[src/rtl/alarm_pkg.sv]
// Shared types for the alarm scheduler: time struct, FSM states, field limits
// and minute arithmetic used by the snooze path.
package alarm_pkg;

  typedef struct packed {
    logic [5:0] hour;
    logic [5:0] min;
    logic [5:0] sec;
  } alarm_time_t;

  typedef enum logic [1:0] {
    IDLE   = 2'd0,
    RING   = 2'd1,
    SNOOZE = 2'd2
  } state_t;

  localparam logic [5:0] HOUR_MAX   = 6'd23;
  localparam logic [5:0] MINSEC_MAX = 6'd59;

  function automatic logic time_valid(alarm_time_t t);
    return (t.hour <= HOUR_MAX) && (t.min <= MINSEC_MAX) && (t.sec <= MINSEC_MAX);
  endfunction

  // Seconds are kept; minutes wrap mod 60 carrying into hours, hours wrap mod 24.
  function automatic alarm_time_t add_minutes(alarm_time_t t, logic [5:0] mins);
    alarm_time_t r;
    logic [6:0]  msum;
    r    = t;
    msum = {1'b0, t.min} + {1'b0, mins};
    if (msum > {1'b0, MINSEC_MAX}) begin
      r.min  = 6'(msum - 7'd60);
      r.hour = (t.hour >= HOUR_MAX) ? 6'd0 : t.hour + 6'd1;
    end else begin
      r.min = msum[5:0];
    end
    return r;
  endfunction

endpackage

[src/rtl/alarm_slot_bank.sv]
// Alarm slot registers: validated writes and parallel compare of every armed
// slot against the current time.
module alarm_slot_bank
  import alarm_pkg::*;
#(
  parameter int NUM_SLOTS = 4,
  parameter int SW        = $clog2(NUM_SLOTS)
) (
  input  logic                 clk_ac,
  input  logic                 reset,
  input  alarm_time_t          clock_inp,
  input  logic                 wr_en,
  input  logic [SW-1:0]        wr_slot,
  input  alarm_time_t          wr_time,
  input  logic                 wr_arm,
  output logic [NUM_SLOTS-1:0] match,
  output logic [NUM_SLOTS-1:0] disarm
);

  logic wr_ok;
  assign wr_ok = wr_en && time_valid(wr_time);

  for (genvar i = 0; i < NUM_SLOTS; i++) begin : g_slot
    alarm_time_t slot_time;
    logic        slot_arm;
    logic        sel;

    assign sel = wr_ok && (wr_slot == SW'(i));

    always_ff @(posedge clk_ac) begin
      if (reset) begin
        slot_time <= '0;
        slot_arm  <= 1'b0;
      end else if (sel) begin
        slot_time <= wr_time;
        slot_arm  <= wr_arm;
      end
    end

    assign match[i]  = slot_arm && (slot_time == clock_inp);
    // A disarming write also kills any queued trigger for the slot.
    assign disarm[i] = sel && !wr_arm;
  end

endmodule

[src/rtl/alarm_scheduler.sv]
// Multi-slot alarm scheduler: queues slot triggers and runs one ring FSM.
// Snooze support is compiled in only when ALARM_SNOOZE_EN is defined.
module alarm_scheduler
  import alarm_pkg::*;
#(
  parameter int NUM_SLOTS  = 4,
  parameter int RING_TICKS = 15,
  parameter int SNOOZE_MIN = 5
) (
  input  logic                         clk_ac,
  input  logic                         reset,
  input  logic [17:0]                  clock_inp,
  input  logic                         wr_en,
  input  logic [$clog2(NUM_SLOTS)-1:0] wr_slot,
  input  logic [17:0]                  wr_time,
  input  logic                         wr_arm,
  input  logic                         dismiss,
  input  logic                         snooze,
  output logic                         ot_ac,
  output logic [$clog2(NUM_SLOTS)-1:0] active_slot,
  output logic                         busy,
  output logic [NUM_SLOTS-1:0]         pending
);

  localparam int SW = $clog2(NUM_SLOTS);
  localparam int CW = $clog2(RING_TICKS + 1);
  localparam logic [CW-1:0] CNT_LOAD = CW'(RING_TICKS - 1);

  state_t               state;
  alarm_time_t          now, time_q;
  logic                 new_sec;
  logic [CW-1:0]        ring_cnt;
  logic [NUM_SLOTS-1:0] match, disarm, grant_mask, pending_nxt;
  logic [SW-1:0]        grant_idx;
  logic                 grant;

  assign now     = clock_inp;
  assign new_sec = (now != time_q);

  alarm_slot_bank #(.NUM_SLOTS(NUM_SLOTS), .SW(SW)) u_bank (
    .clk_ac    (clk_ac),
    .reset     (reset),
    .clock_inp (now),
    .wr_en     (wr_en),
    .wr_slot   (wr_slot),
    .wr_time   (wr_time),
    .wr_arm    (wr_arm),
    .match     (match),
    .disarm    (disarm)
  );

  always_comb begin
    grant_idx = '0;
    for (int i = NUM_SLOTS - 1; i >= 0; i--)
      if (pending[i]) grant_idx = SW'(i);
  end

  assign grant      = (state == IDLE) && (|pending);
  assign grant_mask = grant ? (NUM_SLOTS'(1) << grant_idx) : '0;
  // Disarm wins over a same-cycle trigger; triggers while busy stay queued.
  assign pending_nxt = ((pending & ~grant_mask) | (match & {NUM_SLOTS{new_sec}})) & ~disarm;

`ifdef ALARM_SNOOZE_EN
  alarm_time_t snooze_time, snooze_at;
  assign snooze_at = add_minutes(now, 6'(SNOOZE_MIN));
`else
  logic snooze_unused;
  assign snooze_unused = snooze;
`endif

  always_ff @(posedge clk_ac) begin
    if (reset) begin
      state       <= IDLE;
      ot_ac       <= 1'b0;
      busy        <= 1'b0;
      active_slot <= '0;
      pending     <= '0;
      ring_cnt    <= '0;
      time_q      <= now;
`ifdef ALARM_SNOOZE_EN
      snooze_time <= '0;
`endif
    end else begin
      time_q  <= now;
      pending <= pending_nxt;
      case (state)
        IDLE: begin
          if (grant) begin
            state       <= RING;
            ot_ac       <= 1'b1;
            busy        <= 1'b1;
            active_slot <= grant_idx;
            ring_cnt    <= CNT_LOAD;
          end
        end
        RING: begin
          if (dismiss) begin
            state <= IDLE;
            ot_ac <= 1'b0;
            busy  <= 1'b0;
          end
`ifdef ALARM_SNOOZE_EN
          else if (snooze) begin
            state       <= SNOOZE;
            ot_ac       <= 1'b0;
            snooze_time <= snooze_at;
          end
`endif
          else if (ring_cnt == '0) begin
            state <= IDLE;
            ot_ac <= 1'b0;
            busy  <= 1'b0;
          end else begin
            ring_cnt <= ring_cnt - 1'b1;
          end
        end
`ifdef ALARM_SNOOZE_EN
        SNOOZE: begin
          if (dismiss) begin
            state <= IDLE;
            busy  <= 1'b0;
          end else if (new_sec && (now == snooze_time)) begin
            state    <= RING;
            ot_ac    <= 1'b1;
            ring_cnt <= CNT_LOAD;
          end
        end
`endif
        default: begin
          state <= IDLE;
          ot_ac <= 1'b0;
          busy  <= 1'b0;
        end
      endcase
    end
  end

endmodule
[config.mk]
export PLATFORM = sky130hd
export DESIGN_NAME = alarm_scheduler
export DESIGN_NICKNAME = d
export VERILOG_FILES = /design/src/rtl/alarm_pkg.sv /design/src/rtl/alarm_slot_bank.sv /design/src/rtl/alarm_scheduler.sv
export SDC_FILE = /design/constraint.sdc
export NUM_CORES = 1
export LEC_CHECK = 0
export CAP_MARGIN = 15
export CORE_MARGIN = 4
export CORE_UTILIZATION = 35
export CTS_CLUSTER_SIZE = 28
export DETAILED_ROUTE_END_ITERATION = 16
export GPL_ROUTABILITY_DRIVEN = 0
export RECOVER_POWER = 100
export SYNTH_ARGS = -nofsm -noshare
export SYNTH_HDL_FRONTEND = slang
export SYNTH_SLANG_ARGS = --single-unit
[constraint.sdc]
create_clock -name clk_ac -period 5.26 [get_ports clk_ac]
set_input_delay 1.578 -clock clk_ac [delete_from_list [all_inputs] [get_ports clk_ac]]
set_output_delay 1.578 -clock clk_ac [all_outputs]
set_load 0.02 [all_outputs]
## Word-level counts from Yosys, hierarchy flattened

Cells that the tools add are included.

| word-level totals | value |
|---|---|
| register bits after elaboration | 107 |
| bits of input ports | 44 |
| output and inout bits | 8 |
| logic and storage cells | 90 |

| operators by class | value |
|---|---|
| $add $sub $neg | 1 |
| order comparisons | 3 |
| equality and inequality tests | 13 |
| shift operators | 1 |
| multiplexer cells | 17 |
| bitwise operators | 6 |
| reduce and logical (&&, ||, !) cells | 25 |

Operators with widths:

| cell | count |
|---|---|
| 18-bit equality test | 4 |
| 18-bit != test | 1 |
| 1-bit logical AND | 16 |
| 4-bit two-way mux | 4 |
| 2-bit two-way mux | 7 |
| 4-bit bitwise AND | 3 |
| 6-bit <= comparator (second input constant) | 2 |
| 4-bit NOT | 2 |
| 4-bit one-hot mux with 2 select lines | 1 |
| 6-bit by 5-bit <= comparator with 1-bit output (second input constant) | 1 |
| 2-bit != test (second input constant) | 3 |
| 2-bit by 1-bit equality test with 1-bit output (second input constant) | 2 |
| 2-bit equality test (second input constant) | 2 |
| 2-bit zero test | 2 |
| 4-bit zero test | 1 |
| 4-bit OR | 1 |
| 2-bit one-hot mux with 2 select lines | 1 |
| 2-bit AND reduction | 2 |
| 4-bit AND reduction | 1 |
| 4-bit OR reduction | 1 |
| 1-bit by 2-bit << shifter with 4-bit output (first input constant) | 1 |
| 4-bit by 1-bit subtractor with 4-bit output (second input constant) | 1 |
| 1-bit two-way mux | 3 |
| 3-bit != test (second input constant) | 1 |
| 3 further kinds | 3 |

## Longest topological paths before layout

| depth | value |
|---|---|
| depth in word-level cells | 10 |
| gate-level depth with buffers | 8 |
| depth with buffers taken out | 7 |

## Modules after synthesis

From an unflattened synthesis, not the netlist that was laid out.

| unflattened totals | value |
|---|---|
| cell total of the unflattened synthesis | 516 |
| area total of the unflattened synthesis | 5014.8 um2 |

Modules (own cells, without submodules):

| module | times used | cells each | area an instance (um2) | seq. area each (um2) |
|---|---|---|---|---|
| alarm_slot_bank | 1 | 410 | 3916.3 | 1521.5 |
| alarm_scheduler | 1 | 106 | 1098.6 | 580.6 |

## Worst setup path before layout

OpenSTA, ideal clock, no wires.

| timing | value |
|---|---|
| path kind | in2reg |
| start point | input port wr_en |
| end point | register u_bank.g_slot[0].slot_time[0] (netlist name) |
| library setup time | 0.128 ns |
| arrival | 2.619 ns |
| data required time | 5.132 ns |
| setup slack | 2.514 ns |
| stages on the path | 8 |
| buffers on the path | 3 |
| path through | nor2b_1 -> nand4_2 -> buf_6 -> nor3_4 -> buf_6 -> buf_12 -> mux2i_1 -> nor2_1 |

| between the ends | value |
|---|---|
| longest elaborated chain between the ends | 2 |

RTL lines:

| element | line | RTL |
|---|---|---|
| from (decl) | alarm_scheduler.sv:13 | `input logic wr_en,` |
| 1-bit logical AND | alarm_slot_bank.sv:21 | `assign wr_ok = wr_en && time_valid(wr_time);` |
| 1-bit logical AND | alarm_slot_bank.sv:28 | `assign sel = wr_ok && (wr_slot == SW'(i));` |
| to (signal assigned) | alarm_slot_bank.sv:35 | `slot_time <= wr_time;` |
| to (decl) | alarm_slot_bank.sv:24 | `alarm_time_t slot_time;` |

Every way passes these cells.
A chain may end at the register's enable or synchronous reset.

## Worst setup path in the final report

| timing | value |
|---|---|
| start point | input port reset |
| end point | register u_bank.g_slot[1].slot_time[13] (netlist name) |

RTL lines:

| element | line | RTL |
|---|---|---|
| from (decl) | alarm_scheduler.sv:11 | `input logic reset,` |
| to (signal assigned) | alarm_slot_bank.sv:35 |  |
| to (decl) | alarm_slot_bank.sv:24 |  |

No word-level cell between the ends.

==> results_dict.tcl <==
set metrics [dict create \
    status "finished, violations left" \
    clockBufferDepth 2 \
    cp_data_required_time_ns 5.49 \
    instances_no_fill 694 \
    die_w_microns 124 \
    slew_headroom_pct -78.5 \
    numCtsBuffers 9 \
    ios 52 \
    gr-usage-all-layers_pct 15.8 \
    cts_setup_buffers 0 \
    worst-setup-path-type "input port to flop" \
    yosysMostFrequentCell "dfxtp_1" \
    h-tree-depth 3 \
    drt-total-wl_mm 11.4 \
    r2r-start "time_q[6]" \
    worst-path-max-fanout 58 \
    maxCapViolCount 1 \
    start_util_pct 36.4 \
    grt_first_pass_wirelength_mm 18.4 \
    clock-skew-final_ns 0.00675 \
    worstPathArrival_ns 4.12 \
    synth_cell_types 37 \
    drt-vias-per-instance 4.93 \
    hold_buffers 0 \
    area_delta_synth_final_pct 17.1 \
    synthesis.area_sq_um 4680 \
    grt-ovfl-total 0 \
    drv_slew 59 \
    drtAntennaViolNets 0 \
    synth-main-ff-cell "dfxtp_1" \
    synth_edf_count 0 \
    yosys_warnings 0 \
    startpoint "reset" \
    reg2reg_to "pending[1]" \
    worstMarginPinSlew_ns 2.68 \
    n_antenna_cell 0 \
    end_kind "flop" \
    dr_total_vias 3424 \
    setup_viol 0 \
    grt_pass1_vias 3540 \
    num-fill-cells 1264 \
    root_buffer "clkbuf_16" \
    setup_tns_ns 0 \
    dr.pass1.iters 4 \
    power.share.clock_pct 40.5 \
    power_frac_comb_pct 9.5 \
    dieArea_sq_um 15300 \
    setup.worst_path.end "u_bank.g_slot[1].slot_time[13]" \
    period_needed_ns 3.89 \
    hold_violations 0 \
    synth_seq_cells 105 \
    seq_area_frac_synth_pct 44.9 \
    antenna_found_initial 0 \
    postCtsResizedCells 0 \
    nets 562 \
    p_seq_share_pct 50.0 \
    std_cell_rows 41 \
    clkLatencyLatePin_ns 0.35 \
    synth_top_cell_area_share_pct 44.9 \
    power_density_nw_per_um2 300 \
    wl_per_cell_microns 16.5 \
    drive_gt1_share_pct 4.41 \
    synth_common_cells "dfxtp_1, nor2_1, xnor2_1, mux2i_1, xor2_1" \
    reg2reg_depth 5 \
    multi_input_area_sq_um 2320 \
    cts.sinks 105 \
    seqCellArea_sq_um 2100 \
    core-area_sq_um 12900 \
    max_freq_mhz 257 \
    ff2ff_setup_slack_ns 3.33 \
    avgSynthCellArea_sq_um 9.56 \
    drc 0 \
    synth_top_area_cell "dfxtp_1" \
    io_buffers 50 \
    swShare_pct 23.1 \
    hold_class "flop to flop" \
    p_leak_nw 1.85 \
    power_switching_uw 380 \
    cts.clk_slew.worst_paths_ns 0.06 \
    drtIter0Drc 288 \
    violations "max-capacitance violations, max-slew violations" \
    dp_cells 678 \
    cts_tree "yes" \
    p_int_mw 1.26 \
    startpoint_type "input port" \
    fin_crit_sh_pct 73.9 \
    netlist_instances 490 \
    grt_max_degree 59 \
    die_h_microns 124 \
    synth_nets 535 \
    dp_hpwl_mm 8.10 \
    rsz0062_at_grt "false" \
    peakVddDrop_v 0.000150 \
    synthArstFlopShare_pct 0 \
    synth.area.top_cells "dfxtp_1, xnor2_1, mux2i_1" \
]
-- layer usage --
| layer | GRT usage (%) | share of wire [%] |
|---|---|---|
| met1 | 21.0 | 46 |
| met2 | 24.9 | 47 |
| met3 | 3.95 | 5.4 |
| met4 | 5.33 | 1.5 |
| met5 | 0 | 0 |
-- critical path: stages --
cell,delay (ns)
clkbuf_1,1.86
buf_4,0.56
nor2_1,0.09
-- state kept, by name, summed over array words and instances, names as in the netlist --
signal                   flops
ring_cnt                     4
busy                         1
pending                      4
u_bank.g_slot.slot_time     72
active_slot                  2
time_q                      18
u_bank.g_slot.slot_arm       4
-- through the flow --
stage | setup slack, ns | utilization [%] | total power [mW] | hold WS [ns] | instance area [sq um]
2_1_floorplan | 2.51 | - | 0.935 | 0.440 | 4680
3_3_place_gp | 1.49 | 40.3 | 0.995 | 0.463 | 5190
3_5_place_dp | 1.49 | 40.3 | 0.998 | 0.471 | 5190
4_1_cts | 1.86 | 42.6 | 1.66 | 0.487 | 5480
5_1_grt | 1.12 | 42.6 | 1.70 | 0.507 | 5480
6_report | 1.37 | 42.6 | 1.64 | 0.481 | 5480
-- worst min path at each step --
stage / from / end / slack [ns] / cells after the start
floorplan: u_bank.g_slot[3].slot_arm / u_bank.g_slot[3].slot_arm / 0.44 / 2
global placement: u_bank.g_slot[0].slot_arm / u_bank.g_slot[0].slot_arm / 0.46 / 1
detailed placement: u_bank.g_slot[0].slot_arm / u_bank.g_slot[0].slot_arm / 0.47 / 1
CTS: u_bank.g_slot[0].slot_arm / u_bank.g_slot[0].slot_arm / 0.49 / 1
global route: u_bank.g_slot[0].slot_arm / u_bank.g_slot[0].slot_arm / 0.51 / 1
finish: u_bank.g_slot[0].slot_arm / u_bank.g_slot[0].slot_arm / 0.48 / 1
-- logic make-up after synthesis --
group           Yosys count  share of synthesized area, %
mux                      51                          10.9
flops                   105                          44.9
compound gates           57                          6.97
simple gates            140                          14.2
fa+ha+maj                 1                         0.267
xor+xnor                 92                          17.2
buf+inv                  44                          5.53
-- power by group through the flow --
stage,combinational [mW],sequential [mW],clock [mW]
floorplan,0.0976,0.838,0
global placement,0.157,0.839,0
detailed placement,0.158,0.839,0
CTS,0.159,0.821,0.680
global route,0.169,0.822,0.707
finish,0.155,0.821,0.666
-- cell usage in the layout (no fill, tap or decap), types with 2 or more instances in the layout --
cell type	Yosys	final
dfxtp_1	105	105
nor2_1	70	70
xnor2_1	64	64
mux2i_1	51	51
xor2_1	28	28
dlygate4sd3_1	0	26
a21oi_1	23	23
clkdlybuf4s50_1	0	23
nand2_1	22	22
o21ai_0	19	19
nand4_1	18	18
nor4_1	9	9
clkbuf_16	0	9
inv_1	5	5
nor3_1	5	5
buf_4	2	5
o211ai_1	4	4
nor3b_1	4	4
clkbuf_1	11	4
and2b_1	3	3
a211oi_1	3	3
nand3_1	2	2
a221oi_1	2	2
clkinv_2	0	2
-- layout make-up --
class | count | share of cell area (%)
clock buffer | 13 | 4.56
clock inverter | 3 | 0.730
inverter | 5 | 0.342
multi-input combinational | 341 | 42.4
sequential | 105 | 38.3
tap | 172 | 3.93
timing repair buffer | 55 | 9.70
No activity file was read; power rests on OpenSTA's default activity.
